## config.mk

```make
export PLATFORM = sky130hd
export DESIGN_NAME = egress_arbiter_flat
export DESIGN_NICKNAME = d
export VERILOG_FILES = /design/src/rtl/egress_arbiter_if.sv /design/src/rtl/egress_arbiter.sv /design/src/flat_wrapper.sv
export SDC_FILE = /design/constraint.sdc
export NUM_CORES = 1
export LEC_CHECK = 0
export BUFFER_PORTS_ARGS = -buffer_cell sky130_fd_sc_hd__buf_2
export CAP_MARGIN = 25
export CORE_MARGIN = 2
export CORE_UTILIZATION = 49
export CTS_BUF_LIST = sky130_fd_sc_hd__clkbuf_16
export DETAILED_ROUTE_END_ITERATION = 8
export MAX_ROUTING_LAYER = met4
export PLACE_DENSITY = 0.85
export SYNTH_ARGS = -nofsm -noshare
export SYNTH_HDL_FRONTEND = slang
export SYNTH_SLANG_ARGS = --single-unit
```

## constraint.sdc

```tcl
create_clock -name clk -period 2.27 [get_ports clk]
set_input_delay 0.454 -clock clk [delete_from_list [all_inputs] [get_ports clk]]
set_output_delay 0.454 -clock clk [all_outputs]
set_load 0.1 [all_outputs]
```

## src/rtl/egress_arbiter_if.sv

```systemverilog
// egress_arbiter_if
// Bundles every non-clock, non-reset signal of the egress arbiter.
//
// Signal groups:
//   FIFO side     : empty, data_out4..data_out7 (read data, valid the cycle
//                   after its pop), pop (one-hot or zero strobes)
//   Egress stream : data_out, lane_out, valid_out, almost_full_in
//   Counter read  : req, idx, cnt_out, cnt_valid
//   Control       : init (hold in INIT), idle (IDLE state indicator)
//
// Modports:
//   master - the arbiter itself (drives pops, egress stream, counter data)
//   slave  - the surrounding switch / downstream logic
interface egress_arbiter_if #(
  parameter int TAMANO_DATOS = 12,
  parameter int CNT_W        = 5
) ();
  logic                    init;
  logic [3:0]              empty;
  logic [TAMANO_DATOS-1:0] data_out4;
  logic [TAMANO_DATOS-1:0] data_out5;
  logic [TAMANO_DATOS-1:0] data_out6;
  logic [TAMANO_DATOS-1:0] data_out7;
  logic                    almost_full_in;
  logic                    req;
  logic [2:0]              idx;
  logic [3:0]              pop;
  logic [TAMANO_DATOS-1:0] data_out;
  logic [1:0]              lane_out;
  logic                    valid_out;
  logic [CNT_W-1:0]        cnt_out;
  logic                    cnt_valid;
  logic                    idle;

  modport master (
    input  init, empty, data_out4, data_out5, data_out6, data_out7,
           almost_full_in, req, idx,
    output pop, data_out, lane_out, valid_out, cnt_out, cnt_valid, idle
  );

  modport slave (
    output init, empty, data_out4, data_out5, data_out6, data_out7,
           almost_full_in, req, idx,
    input  pop, data_out, lane_out, valid_out, cnt_out, cnt_valid, idle
  );
endinterface

```

## src/rtl/egress_arbiter.sv

```systemverilog
// egress_arbiter
// Four-to-one egress arbiter: drains output FIFOs 4..7 of the switch into a
// single TAMANO_DATOS-bit stream, tagging each word with its source lane and
// counting pops per lane. At most one FIFO is popped per cycle and new pops
// stall while the downstream reports almost-full.
//
// Ports:
//   clk   - single clock, all logic on posedge
//   reset - synchronous, active-high; clears all state, drops in-flight words
//   bus   - egress_arbiter_if.master (FIFO status/data/pops, egress stream,
//           counter read port, init/idle)
//
// Build option:
//   EGRESS_STRICT_PRIORITY_EN - defined: fixed priority, lane 0 highest,
//   lane 3 lowest. Undefined (default): round-robin, search starting one past
//   the last granted lane.
module egress_arbiter #(
  parameter int TAMANO_DATOS = 12,
  parameter int CNT_W        = 5
) (
  input  logic             clk,
  input  logic             reset,
  egress_arbiter_if.master bus
);

  typedef enum logic [1:0] {
    ST_RESET  = 2'd0,
    ST_INIT   = 2'd1,
    ST_IDLE   = 2'd2,
    ST_ACTIVE = 2'd3
  } state_t;

  state_t                    state_q, state_d;
  logic                      idle_q;
  logic [1:0]                ptr_q, ptr_d;
  logic [2:0]                pick_s;     // {found, lane}
  logic [3:0]                pop_s;
  logic                      s1_valid_q;
  logic [1:0]                s1_lane_q;
  logic [TAMANO_DATOS-1:0]   data_sel_s;
  logic [TAMANO_DATOS-1:0]   data_out_q;
  logic [1:0]                lane_out_q;
  logic                      valid_out_q;
  logic [3:0][CNT_W-1:0]     cnt_q, cnt_d;
  logic [CNT_W-1:0]          cnt_rd_s;
  logic [CNT_W-1:0]          cnt_out_q;
  logic                      cnt_valid_q;

`ifdef EGRESS_STRICT_PRIORITY_EN
  // Fixed priority: scan from lowest priority upward so the best hit lands last.
  function automatic logic [2:0] pick_lane(input logic [3:0] ne);
    logic [2:0] res;
    logic [1:0] lane;
    res = 3'b000;
    for (int i = 3; i >= 0; i--) begin
      lane = 2'(i);
      res  = ne[lane] ? {1'b1, lane} : res;
    end
    return res;
  endfunction
`else
  // Round-robin: lanes last+1 .. last+4 (mod 4) in priority order; scanning
  // backwards leaves the first non-empty lane after 'last' as the result.
  function automatic logic [2:0] pick_lane(input logic [3:0] ne, input logic [1:0] last);
    logic [2:0] res;
    logic [1:0] lane;
    res = 3'b000;
    for (int i = 4; i >= 1; i--) begin
      lane = last + 2'(i);
      res  = ne[lane] ? {1'b1, lane} : res;
    end
    return res;
  endfunction
`endif

  // Grant winner among the non-empty lanes
  always_comb begin
    pick_s = 3'b000;
`ifdef EGRESS_STRICT_PRIORITY_EN
    pick_s = pick_lane(~bus.empty);
`else
    pick_s = pick_lane(~bus.empty, ptr_q);
`endif
  end

  // Pop strobes; init and reset suppress pops in the very cycle they rise
  always_comb begin
    pop_s = 4'b0000;
    if ((state_q == ST_ACTIVE) && !reset && !bus.init && !bus.almost_full_in && pick_s[2]) begin
      pop_s = 4'b0001 << pick_s[1:0];
    end else begin
      pop_s = 4'b0000;
    end
  end

  // Next state
  always_comb begin
    state_d = state_q;
    case (state_q)
      ST_RESET: begin
        if (bus.init) state_d = ST_INIT;
        else          state_d = ST_IDLE;
      end
      ST_INIT: begin
        if (bus.init) state_d = ST_INIT;
        else          state_d = ST_IDLE;
      end
      ST_IDLE: begin
        if (bus.init)                 state_d = ST_INIT;
        else if (bus.empty != 4'hF)   state_d = ST_ACTIVE;
        else                          state_d = ST_IDLE;
      end
      ST_ACTIVE: begin
        // The egress pipeline drains regardless of state, so once every FIFO
        // is empty nothing new can be popped and returning to IDLE is safe.
        if (bus.init)                 state_d = ST_INIT;
        else if (bus.empty == 4'hF)   state_d = ST_IDLE;
        else                          state_d = ST_ACTIVE;
      end
      default: state_d = ST_RESET;
    endcase
  end

  // Pointer remembers the last lane actually popped
  always_comb begin
    ptr_d = ptr_q;
    if (pop_s != 4'b0000) ptr_d = pick_s[1:0];
    else                  ptr_d = ptr_q;
  end

  // Per-lane pop counters; cleared by init and held at zero in INIT
  always_comb begin
    cnt_d = cnt_q;
    if (bus.init || (state_q == ST_INIT)) begin
      cnt_d = {4{{CNT_W{1'b0}}}};
    end else begin
      for (int k = 0; k < 4; k++) begin
        cnt_d[k] = pop_s[k] ? (cnt_q[k] + CNT_W'(1)) : cnt_q[k];
      end
    end
  end

  // Counter read mux: indices 4..7 have no counter and read as zero
  always_comb begin
    cnt_rd_s = {CNT_W{1'b0}};
    if (bus.idx[2]) cnt_rd_s = {CNT_W{1'b0}};
    else            cnt_rd_s = cnt_q[bus.idx[1:0]];
  end

  // Read-data mux for the word popped in the previous cycle
  always_comb begin
    data_sel_s = {TAMANO_DATOS{1'b0}};
    case (s1_lane_q)
      2'd0:    data_sel_s = bus.data_out4;
      2'd1:    data_sel_s = bus.data_out5;
      2'd2:    data_sel_s = bus.data_out6;
      2'd3:    data_sel_s = bus.data_out7;
      default: data_sel_s = {TAMANO_DATOS{1'b0}};
    endcase
  end

  // State, pointer, idle flag and counters
  always_ff @(posedge clk) begin
    if (reset) begin
      state_q <= ST_RESET;
      idle_q  <= 1'b0;
      ptr_q   <= 2'd3;
      cnt_q   <= {4{{CNT_W{1'b0}}}};
    end else begin
      state_q <= state_d;
      idle_q  <= (state_d == ST_IDLE);
      ptr_q   <= ptr_d;
      cnt_q   <= cnt_d;
    end
  end

  // Egress pipeline: lane tag at pop, data one cycle later, valid after that.
  // init does not touch it, so words already popped still emerge.
  always_ff @(posedge clk) begin
    if (reset) begin
      s1_valid_q  <= 1'b0;
      s1_lane_q   <= 2'd0;
      data_out_q  <= {TAMANO_DATOS{1'b0}};
      lane_out_q  <= 2'd0;
      valid_out_q <= 1'b0;
    end else begin
      s1_valid_q  <= (pop_s != 4'b0000);
      s1_lane_q   <= (pop_s != 4'b0000) ? pick_s[1:0] : s1_lane_q;
      data_out_q  <= s1_valid_q ? data_sel_s : data_out_q;
      lane_out_q  <= s1_valid_q ? s1_lane_q : lane_out_q;
      valid_out_q <= s1_valid_q;
    end
  end

  // Counter read port: value sampled before this cycle's increment
  always_ff @(posedge clk) begin
    if (reset) begin
      cnt_out_q   <= {CNT_W{1'b0}};
      cnt_valid_q <= 1'b0;
    end else begin
      cnt_out_q   <= bus.req ? cnt_rd_s : cnt_out_q;
      cnt_valid_q <= bus.req;
    end
  end

  assign bus.pop       = pop_s;
  assign bus.data_out  = data_out_q;
  assign bus.lane_out  = lane_out_q;
  assign bus.valid_out = valid_out_q;
  assign bus.cnt_out   = cnt_out_q;
  assign bus.cnt_valid = cnt_valid_q;
  assign bus.idle      = idle_q;

endmodule

```

## src/flat_wrapper.sv

```systemverilog
// flat-port wrapper written by rule: the top's interface ports become plain ports
module egress_arbiter_flat 
#(
  parameter int TAMANO_DATOS = 12,
  parameter int CNT_W        = 5
)
  (clk, reset, bus_init, bus_empty, bus_data_out4, bus_data_out5, bus_data_out6, bus_data_out7, bus_almost_full_in, bus_req, bus_idx, bus_pop, bus_data_out, bus_lane_out, bus_valid_out, bus_cnt_out, bus_cnt_valid, bus_idle);
  egress_arbiter_if #(.TAMANO_DATOS(TAMANO_DATOS), .CNT_W(CNT_W)) bus_i ();
  input  logic clk;
  input  logic reset;
  input wire logic [$bits(bus_i.init)-1:0] bus_init;
  input wire logic [$bits(bus_i.empty)-1:0] bus_empty;
  input wire logic [$bits(bus_i.data_out4)-1:0] bus_data_out4;
  input wire logic [$bits(bus_i.data_out5)-1:0] bus_data_out5;
  input wire logic [$bits(bus_i.data_out6)-1:0] bus_data_out6;
  input wire logic [$bits(bus_i.data_out7)-1:0] bus_data_out7;
  input wire logic [$bits(bus_i.almost_full_in)-1:0] bus_almost_full_in;
  input wire logic [$bits(bus_i.req)-1:0] bus_req;
  input wire logic [$bits(bus_i.idx)-1:0] bus_idx;
  output wire logic [$bits(bus_i.pop)-1:0] bus_pop;
  output wire logic [$bits(bus_i.data_out)-1:0] bus_data_out;
  output wire logic [$bits(bus_i.lane_out)-1:0] bus_lane_out;
  output wire logic [$bits(bus_i.valid_out)-1:0] bus_valid_out;
  output wire logic [$bits(bus_i.cnt_out)-1:0] bus_cnt_out;
  output wire logic [$bits(bus_i.cnt_valid)-1:0] bus_cnt_valid;
  output wire logic [$bits(bus_i.idle)-1:0] bus_idle;
  assign bus_i.init = bus_init;
  assign bus_i.empty = bus_empty;
  assign bus_i.data_out4 = bus_data_out4;
  assign bus_i.data_out5 = bus_data_out5;
  assign bus_i.data_out6 = bus_data_out6;
  assign bus_i.data_out7 = bus_data_out7;
  assign bus_i.almost_full_in = bus_almost_full_in;
  assign bus_i.req = bus_req;
  assign bus_i.idx = bus_idx;
  assign bus_pop = bus_i.pop;
  assign bus_data_out = bus_i.data_out;
  assign bus_lane_out = bus_i.lane_out;
  assign bus_valid_out = bus_i.valid_out;
  assign bus_cnt_out = bus_i.cnt_out;
  assign bus_cnt_valid = bus_i.cnt_valid;
  assign bus_idle = bus_i.idle;
  egress_arbiter #(.TAMANO_DATOS(TAMANO_DATOS), .CNT_W(CNT_W)) u_core (.clk(clk), .reset(reset), .bus(bus_i));
endmodule
```

* After elaboration in Yosys (flattened, before gate mapping)
Cells that the tools add are included.
Word-level totals: flip-flop bits (word level) 49, input port bits 60, output and inout bits 26, logic and storage cells 73
Cells by class: add/sub/neg operators 7, magnitude comparators 5, eq/ne operators 9, shift operators 1, mux-type cells 23, bitwise operators 1, reductions and logical operators 13
Operator list (count):
- $pmux 12 s4 | 1
- $add 5x1->5 const B | 4
- $lt 2x3->1 const B | 5
- $mux 3 | 4
- $bmux 5 s2 | 1
- $eq 2x2->1 const B | 5
- $mux 5 | 2
- $bmux 1 s2 | 4
- $mux 1 | 6
- $mux 2 | 3
- $pmux 2 s3 | 1
- $add 2x2->2 const B | 2
- $eq 2x1->1 const B | 2
- $eq 4x4->1 const B | 1
- $logic_and 1x1->1 | 4
- $logic_not 2->1 | 2
- $mux 4 | 1
- $ne 4x4->1 const B | 1
- $not 4->4 | 1
- $reduce_bool 4->1 | 1
- $reduce_or 2->1 | 2
- $shl 1x2->4 const A | 1
- $logic_not 1->1 | 3
- $add 2x1->2 const B | 1
- $logic_or 1x1->1 | 1

* Logic depth before layout (Yosys ltp)
word-level depth 10, depth in mapped cells 7, mapped depth without buffers 6

* Least setup slack after synthesis
No wires, ideal clock.
path kind input to register, from input bus_init, to register u_core.cnt_q[17] (netlist name), library setup time 118 ps, arrival time 2909 ps, required time 2152 ps, setup slack -757 ps, stages 5, buffers on the path 0, cell sequence nor4b_2 > nand3_2 > a311oi_2 > a21oi_1 > a31o_2
On the way: cells in the longest elaborated chain, start to end 5, elaborated cells between the ends (all ways) 7, those cells by class 1 x mux; 6 x reduce/logical
RTL lines:
- from (decl) | line flat_wrapper.sv:11 | input wire logic [$bits(bus_i.init)-1:0] bus_init;
- $logic_not 1->1 | line egress_arbiter.sv:89 | if ((state_q == ST_ACTIVE) && !reset && !bus.init && !bus.almost_full_in && pick_s[2]) begin
- $logic_and 1x1->1 (3 in series) | line egress_arbiter.sv:89
- $mux 4 | line egress_arbiter.sv:89
- via bus_pop[3] | line flat_wrapper.sv:20 | output wire logic [$bits(bus_i.pop)-1:0] bus_pop;
- to (signal assigned) | line egress_arbiter.sv:168 | cnt_q <= {4{{CNT_W{1'b0}}}};
- to (signal assigned) | line egress_arbiter.sv:173 | cnt_q <= cnt_d;
- to (decl) | line egress_arbiter.sv:44 | logic [3:0][CNT_W-1:0] cnt_q, cnt_d;
The timed path passes the listed nets, and every way through them passes these cells. A chain may end at the register's enable or synchronous reset.

* Worst setup path after layout
from register u_core.ptr_q[1], to output bus_pop[3]
On the way: cells in the longest elaborated chain, start to end 8, elaborated cells between the ends (all ways) 18, those cells by class 3 x add/sub; 1 x shift; 13 x mux; 1 x reduce/logical
RTL lines:
- from (decl) | line egress_arbiter.sv:35 | logic [1:0] ptr_q, ptr_d;
- from (signal assigned) | line egress_arbiter.sv:172 | ptr_q <= ptr_d;
- $add 2x2->2 / $bmux 1 s2 (equally long branches) | line egress_arbiter.sv:69, egress_arbiter.sv:70
- $bmux 1 s2 / $mux 1 (equally long branches) | line egress_arbiter.sv:70 | res = ne[lane] ? {1'b1, lane} : res;
- $mux 1 (not written as such) / $mux 3 (equally long branches) | line egress_arbiter.sv:70
- $mux 3 (2 in series) | line egress_arbiter.sv:70
- $mux 3 (*) | line egress_arbiter.sv:70
- $shl 1x2->4 / $logic_and 1x1->1 (equally long branches) | line egress_arbiter.sv:90, egress_arbiter.sv:89
- $mux 4 (*) | line egress_arbiter.sv:89
- to (decl) | line flat_wrapper.sv:20
Every way passes the cells marked *; elsewhere a longest branch is shown, timed or not. The select of a mux whose other input is x is not followed.

==> flow_metrics.py <==
metrics = {
    "floorplanning": {
        "top_level_ports": 86,
        "row_count": 25,
        "die_width_um": 74.2,
        "coreArea_um2": 4720,
        "die_area_um2": 5500,
        "start_util_pct": 51.1,
        "die_h_um": 74.2,
    },
    "drt": {
        "drc": 0,
        "ant_nets": 0,
        "wl_per_cell_um": 14.6,
        "first_pass_iters": 4,
        "drt-initial-drc-count": 165,
        "viasPerCell": 5.45,
        "drt_wl_total_um": 5790,
        "via_count": 2159,
    },
    "power": {
        "ir_worst_vdd_mv": 0.306,
        "pwr_density_cell_nw_per_um2": 539,
        "pwr-share-comb_pct": 10.0,
        "p_sw_w": 0.000387,
        "internal_power_w": 0.00134,
        "p_total_w": 0.00173,
        "clock_power_share_pct": 39.6,
        "p_leak_nw": 1.26,
        "power.switching_fraction_pct": 22.4,
        "power.share.sequential_pct": 50.4,
    },
    "clocking": {
        "clock_sinks": 49,
        "clock_latency_ns": 0.28,
        "cts-htree-levels": 2,
        "clkSlewWorstSetupHoldPaths_ns": 0.06,
        "cts_tree": "done",
        "clockRootBuffer": "clkbuf_16",
        "cts_setup_buffers": 0,
        "cts_max_path_buffers": 2,
        "cts_buffers": 5,
    },
    "final_layout": {
        "ff_latch_area_um2": 982,
        "final_cell_mix": "buf_2, dfxtp_1, nor2_1, mux2i_1, a21oi_1",
        "nFillCells": 368,
        "multi_input_area_um2": 1400,
        "syn_to_final_growth_pct": 32.8,
        "drive_gt1_share_pct": 40.4,
        "layout_commonest_cell": "buf_2",
        "layoutNonFillerInstCount": 396,
        "diodes": 0,
        "fin_nets": 392,
        "final_util_pct": 67.8,
        "final_area_um2": 3200,
    },
    "timing": {
        "setup_violations": 0,
        "fin_skew_ns": 0.00421,
        "finalMaxSlewViolations": 0,
        "hold_viol_final": 0,
        "min_period_ns": 2.22,
        "relSlewSlack_pct": 42.6,
        "fmax_mhz": 451,
        "worst_pin_slew_ns": 0.860,
        "rsz0062_at_grt": "yes",
        "period_share_pct": 97.7,
    },
    "global_routing": {
        "track_usage_pct": 21.9,
        "grt_max_degree": 29,
        "grt_pass1_wl_um": 8910,
        "antenna_found_initial": 0,
        "grt_overflow": 0,
        "grt_pass1_vias": 1993,
    },
    "hold_path": {
        "hp-class": "primary input to flip-flop",
    },
    "setup_path": {
        "required_ns": 1.82,
        "cp-end-kind": "output port",
        "path_cells": "nor3_1, a221o_1, a311oi_4, buf_12",
        "cp_slowest_cell": "dfxtp_1",
        "crit_type": "flip-flop to output port",
        "max_stage_delay_ns": 0.45,
        "crit_arrival_ns": 1.76,
        "cp-start-kind": "flip-flop",
        "crit_fanout": 6,
    },
    "yosys": {
        "synthFlopType": "dfxtp_1",
        "ys_async_sr_fraction_pct": 0,
        "seq_area_frac_synth_pct": 40.6,
        "syn_inst": 237,
        "synth-edff-count": 0,
        "synth_nets": 301,
        "ys_types": 37,
        "netlist_area_um2": 2410,
        "avgSynthCellArea_um2": 10.2,
        "ys_seq_elements": 49,
        "ys.warnings.count": 0,
    },
    "place": {
        "portBuffers": 85,
        "placedCellCount": 388,
        "place_congestion": 0.838,
        "dpl-instance-area_um2": 3050,
        "dp_hpwl_um": 4370,
    },
    "outcome": {
        "outcome": "complete, no violations",
    },
    "run": {
        "cap_violations": 0,
    },
}
==> repair_timing <==
action	4_1_cts	5_1_grt
endpoints found under the setup margin	0	3
hold buffers	0	0
resized for setup	0	4
==> cell usage after synthesis, types with 2 or more instances <==
library cell,instances,area [µm²]
nand2_1,12,45.0
nor2b_1,10,62.6
xnor2_1,2,17.5
nand4_1,2,12.5
buf_2,2,10.0
or3_1,3,18.8
o31ai_1,7,52.6
or4_1,7,52.6
dfxtp_1,49,981
nor3_1,4,20.0
nor2_1,33,124
mux2i_1,19,190
o21ai_0,4,20.0
ha_1,4,50.1
nand3_1,10,50.1
inv_1,6,22.5
a21oi_1,19,95.1
clkbuf_1,9,33.8
mux4_2,17,383
==> critical path: cells and delay by family (launching register included) <==
family                 cells  cell delay, ns
AOI/OAI and AO/OA          2            0.69
buffers and inverters      1            0.22
DFF                        1            0.45
and+or+nand+nor            1            0.12
==> flip-flops by register name, summed over array words and instances, names as in the netlist, 2 cells and up <==
register,cells
u_core.s1_lane_q,2
u_core.state_q,2
u_core.bus.cnt_out,5
u_core.ptr_q,2
u_core.bus.lane_out,2
u_core.bus.data_out,12
u_core.cnt_q,20
==> cell type report <==
| type | count | area share (%) |
|---|---|---|
| multi-input combinational | 169 | 43.8 |
| inverter | 7 | 0.976 |
| tap | 67 | 2.62 |
| clock buffer | 5 | 3.90 |
| clock inverter | 3 | 0.351 |
| sequential | 49 | 30.7 |
| timing repair buffer | 96 | 17.7 |
==> worst paths after layout <==
check / start / to / slack [ns] / cells past startpoint
setup / recovery: u_core.ptr_q[1]$_SDFFE_PP1P_ / bus_pop[3] / 0.05 / 4
hold / removal: bus_init / u_core.bus.idle$_SDFF_PP0_ / 0.41 / 2
setup reg to reg: u_core.ptr_q[1]$_SDFFE_PP1P_ / u_core.cnt_q[8]$_SDFFE_PP0P_ / 0.43 / 6
hold reg to reg: u_core.cnt_q[4]$_SDFFE_PP0P_ / u_core.cnt_q[4]$_SDFFE_PP0P_ / 0.49 / 2
==> stage by stage <==
step | hold slack, ns | setup slack [ns] | TNS [ns]
floorplan | 0.449 | -0.216 | -0.649
global placement | 0.461 | 0.0655 | 0
detailed placement | 0.478 | 0.0589 | 0
CTS | 0.385 | 0.0463 | 0
global route | 0.425 | -0.0242 | -0.0242
finish | 0.412 | 0.0524 | 0
==> power groups by stage <==
| stage | clock [W] | combinational, W | sequential (W) |
|---|---|---|---|
| 2_1_floorplan | 0 | 0.0000718 | 0.000910 |
| 3_3_place_gp | 0 | 0.000165 | 0.000889 |
| 3_5_place_dp | 0 | 0.000170 | 0.000889 |
| 4_1_cts | 0.000696 | 0.000170 | 0.000870 |
| 5_1_grt | 0.000743 | 0.000187 | 0.000870 |
| 6_report | 0.000684 | 0.000173 | 0.000870 |
==> kinds of logic after synthesis <==
group	Yosys count	synth area share, %
fa+ha+maj	4	2.07
xor+xnor	2	0.726
mux	36	23.7
simple gates	86	18.0
buf+inv	19	3.42
flops	49	40.6
compound gates	41	11.4
==> routing by layer <==
metal	wire [µm]	GRT usage, %	vias up	share of wire, %
li1	-	-	1053	-
met1	2240	24.6	1020	39
met2	3070	37.8	76	53
met3	338	4.61	10	5.8
met4	136	9.09	0	2.3
met5	0	-	-	0
(Power assumes the default switching activity.)
